### src/rtl/l2_cacheline_adapter.sv
// l2_cacheline_adapter: converts 256-bit L2 line requests into 64-bit memory bursts
module l2_cacheline_adapter #(
  parameter int LINE_W = 256,
  parameter int BEAT_W = 64,
  parameter int BEATS  = LINE_W / BEAT_W
) (
  input  logic              clk,
  input  logic              rst,
  input  logic [31:0]       ufp_addr,
  input  logic              ufp_read,
  input  logic              ufp_write,
  input  logic [LINE_W-1:0] ufp_wdata,
  output logic [LINE_W-1:0] ufp_rdata,
  output logic              ufp_resp,
  output logic [31:0]       bmem_addr,
  output logic              bmem_read,
  output logic              bmem_write,
  output logic [BEAT_W-1:0] bmem_wdata,
  input  logic              bmem_ready,
  input  logic [31:0]       bmem_raddr,
  input  logic [BEAT_W-1:0] bmem_rdata,
  input  logic              bmem_rvalid
);
  localparam int CW  = $clog2(BEATS);
  localparam int OFF = $clog2(LINE_W / 8);
  typedef enum logic [2:0] {IDLE, RD_REQ, RD_WAIT, WR_BURST, DONE} state_t;
  state_t state, state_n;
  logic [CW-1:0] cnt;
  logic [31:0] addr_q;
  logic [LINE_W-1:0] line_q;
  logic rd_q, wr_acc, rd_acc, last;
  always_comb begin
    wr_acc = state == WR_BURST && bmem_ready;
    rd_acc = state == RD_WAIT && bmem_rvalid && bmem_raddr[31:OFF] == addr_q[31:OFF];
    last = cnt == CW'(BEATS - 1);
    state_n = state;
    case (state)
      IDLE:     state_n = ufp_write ? WR_BURST : ufp_read ? RD_REQ : IDLE;
      RD_REQ:   state_n = bmem_ready ? RD_WAIT : RD_REQ;
      RD_WAIT:  state_n = rd_acc && last ? DONE : RD_WAIT;
      WR_BURST: state_n = wr_acc && last ? DONE : WR_BURST;
      default:  state_n = IDLE;
    endcase
    bmem_read = state == RD_REQ;
    bmem_write = state == WR_BURST;
    bmem_addr = (state == RD_REQ || state == WR_BURST) ? addr_q : '0;
    bmem_wdata = state == WR_BURST ? line_q[cnt*BEAT_W +: BEAT_W] : '0;
    ufp_resp = state == DONE;
    ufp_rdata = (state == DONE && rd_q) ? line_q : '0;
  end
  // line_q holds the outgoing write line or the incoming read beats
  always_ff @(posedge clk or posedge rst)
    if (rst) begin
      state <= IDLE;
      cnt <= '0;
      addr_q <= '0;
      line_q <= '0;
      rd_q <= 1'b0;
    end else begin
      state <= state_n;
      if (state == IDLE && (ufp_write || ufp_read)) begin
        addr_q <= {ufp_addr[31:OFF], {OFF{1'b0}}};
        rd_q <= !ufp_write;
      end
      if (state == IDLE && ufp_write) line_q <= ufp_wdata;
      if (rd_acc) line_q[cnt*BEAT_W +: BEAT_W] <= bmem_rdata;
      if (wr_acc || rd_acc) cnt <= cnt + 1'b1;
    end
endmodule

### config.mk
export PLATFORM = sky130hd
export DESIGN_NAME = l2_cacheline_adapter
export DESIGN_NICKNAME = d
export VERILOG_FILES = /design/src/rtl/l2_cacheline_adapter.sv
export SDC_FILE = /design/constraint.sdc
export NUM_CORES = 1
export LEC_CHECK = 0
export CAP_MARGIN = 20
export CORE_AREA = 4 4 286 288
export DETAILED_ROUTE_END_ITERATION = 8
export DIE_AREA = 0 0 290 292
export REMOVE_ABC_BUFFERS = 1
export SYNTH_ARGS = -nofsm -noshare
export SYNTH_HDL_FRONTEND = slang
export SYNTH_SLANG_ARGS = --single-unit
export TNS_END_PERCENT = 50
### constraint.sdc
create_clock -name clk -period 10.4 [get_ports clk]
set_input_delay 1.04 -clock clk [delete_from_list [all_inputs] [get_ports clk]]
set_output_delay 1.04 -clock clk [all_outputs]
set_load 0.02 [all_outputs]
==> flow_metrics.py <==
metrics = {
    "cts": {
        "root_buffer": "clkbuf_16",
        "clkTransAtPathRegs_ps": 60,
        "cts_tree": "built",
        "post_cts_buffers": 0,
        "cts_resized": 0,
        "clock_latency_ps": 540,
        "clock_path_buffers": 3,
        "numCtsBuffers": 37,
        "htreeDepth": 2,
        "cts_hold_buf": 0,
        "cts_sinks": 289,
    },
    "sta": {
        "grt_setup_unrepaired": "false",
        "fin_crit_sh_pct": 52.9,
        "slew_violations": 0,
        "worstMarginPinSlew_ps": 1340,
        "final.min_clock_period_ps": 5500,
        "slew_headroom_pct": 10.6,
        "max_freq_mhz": 182,
        "hold_violations": 0,
        "fin_skew_ps": 12.5,
        "setup_viol": 0,
    },
    "global_route": {
        "grt_max_degree": 125,
        "grt_pass1_vias": 18400,
        "grt_remaining_overflow": 0,
        "track_usage_pct": 19.4,
        "grt_antenna_before_repair": 17,
        "grt_pass1_wl_mm": 126,
    },
    "route": {
        "wirelength_mm": 86.4,
        "wl_per_cell_um": 24.9,
        "vias": 17000,
        "initialDrtViolationCount": 897,
        "ant_nets": 0,
        "vias_per_cell": 4.91,
        "drc": 0,
        "firstDrtPassIters": 5,
    },
    "worst_setup_path": {
        "cp_data_required_time_ps": 9360,
        "path_delay_family": "buffers and inverters",
        "cp_slowest_stage_delay_ps": 740,
        "path_cells": "nor3b_2, buf_4, buf_4, and3_1, clkdlybuf4s50_1",
        "slowest_stage": "nor3b_2",
        "worst_setup_path_start_kind": "flip-flop",
        "path_buf_inv": 3,
        "cpMostUsedCell": "buf_4",
        "worstPathMaxFanout": 71,
        "path_class": "flip-flop to output port",
        "cp.arrival_ps": 4460,
        "end_kind": "output port",
    },
    "pwr": {
        "netSwitchingFraction_pct": 41.5,
        "ir_drop_uv": 182,
        "pwr-share-comb_pct": 48.1,
        "powerDensity_nw_per_um2": 255,
        "p_leak_uw": 0.0148,
        "clockPowerShare_pct": 18.8,
        "p_seq_share_pct": 33.1,
        "cell_internal_pwr_uw": 4190,
        "switching_power_uw": 2980,
    },
    "layout": {
        "syn_to_final_growth_pct": 50.5,
        "seq_area_um2": 7250,
        "multi_input_area_um2": 10700,
        "final_util_pct": 35.6,
        "design_area_um2": 28100,
        "final_layout_size_suffix_gt1_share_pct": 8.19,
        "fin_nets": 2775,
        "fill_cells": 7834,
    },
    "synth": {
        "async_flop_share_pct": 100,
        "synthFlopType": "dfrtp_1",
        "yosysUniqueCellTypes": 35,
        "synthSimpleGateAreaFrac_pct": 17.9,
        "synth_compound_area_share_pct": 0.322,
        "ys_seq_area_share_pct": 38.8,
        "synth_edf_count": 0,
        "synthXorXnorAreaFrac_pct": 1.27,
        "ys.warnings.count": 0,
        "synthMuxAreaShare_pct": 36.9,
        "syn_area_um2": 18700,
        "synthAdderAreaFrac_pct": 0.335,
        "synth_top_family_by_area": "multiplexers",
        "avgSynthCellArea_um2": 10.6,
        "ys_seq_elements": 289,
        "netlist_instances": 1760,
    },
    "placed_design": {
        "routabilityCongestion": 0.903,
        "portBuffers": 729,
        "place_area_um2": 26800,
        "hpwl_mm": 58.8,
    },
    "floorplanning": {
        "die_w_um": 290,
        "fp.dieH_um": 292,
        "core-area_um2": 78900,
        "ioPinCount": 745,
        "die_area_um2": 84700,
        "start_util_pct": 23.7,
        "row_count": 103,
    },
    "run": {
        "drv_cap": 0,
    },
    "outcome": {
        "outcome": "complete, no violations",
    },
    "hold_path": {
        "min_path_type": "flip-flop to flip-flop",
    },
}
==> final cells by class <==
cell class,count,share of cell area (%)
Clock buffer,58,4.12
Antenna cell,10,0.0891
Timing Repair Buffer,758,26.9
Clock inverter,7,0.330
Sequential cell,289,25.8
Tap cell,1050,4.68
Multi-Input combinational cell,1289,38.0
Inverter,5,0.0936
==> path summary, 6_finish.rpt <==
path | slack, ps | start | cells after the start | endpoint
worst max-delay path | 4900 | state[1] | 5 | ufp_rdata[82]
worst min-delay path | 550 | addr_q[21] | 1 | addr_q[21]
worst max register to register | 6420 | cnt[1] | 7 | line_q[123]
worst min register to register | 550 | addr_q[21] | 1 | addr_q[21]
max in group asynchronous | 7120 | rst | 4 | line_q[145]
min in group asynchronous | 1040 | rst | 2 | line_q[167]
==> Yosys cell counts (8+ instances only) <==
library cell / number / area [µm²]
and2_1: 30 / 188
and3_1: 320 / 2000
buf_1: 17 / 63.8
buf_4: 23 / 173
clkbuf_1: 128 / 480
dfrtp_1: 289 / 7230
mux2_2: 28 / 315
mux2i_1: 512 / 5120
mux4_2: 64 / 1440
nand2_1: 264 / 991
xnor2_1: 8 / 70.1
xor2_1: 19 / 166
==> state kept, by name, indices dropped and copies added (netlist names) <==
register / cells
rd_q: 1
line_q: 256
cnt: 2
state: 3
addr_q: 27
==> worst register-to-register path, cell delays in order, from the launching register on <==
cell,delay [ps]
dfrtp_4,830
buf_4,790
inv_1,210
ha_1,230
nand2_1,50
or4_4,730
buf_4,740
mux2i_1,310
==> logic make-up (layout without fill, tap and decap cells) <==
group / Yosys count / count (layout)
other: 1 / 15
and+or+nand+nor: 639 / 639
xor gates and xnor gates: 27 / 27
DFF: 289 / 289
muxes: 604 / 604
buffers and inverters: 186 / 828
adders and majority gates: 5 / 5
AOI/OAI and AO/OA: 9 / 9
==> power by group through the flow <==
stage	clock network [µW]	logic [µW]	registers (µW)
2_1_floorplan	0	2430	2160
3_3_place_gp	0	3370	2350
3_5_place_dp	0	3450	2390
4_1_cts	1390	3450	2380
5_1_grt	1430	3700	2460
6_report	1340	3450	2370
==> metal layers <==
layer  global-route usage [%]  up-vias  wire [µm]
li1                         -     7537          -
met1                     24.0     8519      35200
met2                     33.2      829      42200
met3                     4.88      141       6380
met4                     6.27        2       2700
met5                        0        -         13
==> per-stage QoR <==
step	std cells	hold slack, ps	TNS [ps]	total power [µW]	setup slack (ps)
final	3466	548	0	7160	4900
after global routing	3464	571	0	7590	4660
after CTS	3455	549	0	7220	4750
after detailed placement	3390	536	0	5840	5360
after global placement	3390	526	0	5730	5450
after floorplan	1583	468	-496150	4590	-1930
==> placed cells by master, fill, tap and decap left out, drive strengths merged <==
master         Yosys  final
nor3b              5      5
nand3              2      2
o31a               1      1
clkdlybuf4s50      0    729
diode              0     10
nor3               3      3
mux4              64     64
o211ai             1      1
nor2               2      2
a21o               1      1
mux2              28     28
nor2b              1      1
a21oi              2      2
a31o               1      1
mux2i            512    512
o21ai              2      2
xnor2              8      8
nand4              2      2
xor2              19     19
inv                5      7
dfrtp            289    289
buf               53     29
and2              30     30
or3                1      1
or4b               1      1
nor4               3      3
bufinv             0      2
nand2            264    264
conb               1      5
and3             320    320
clkinv             0      3
ha                 5      5
o21a               1      1
clkbuf           128     58
or4                5      5
Power figures use the tool's default switching activity.
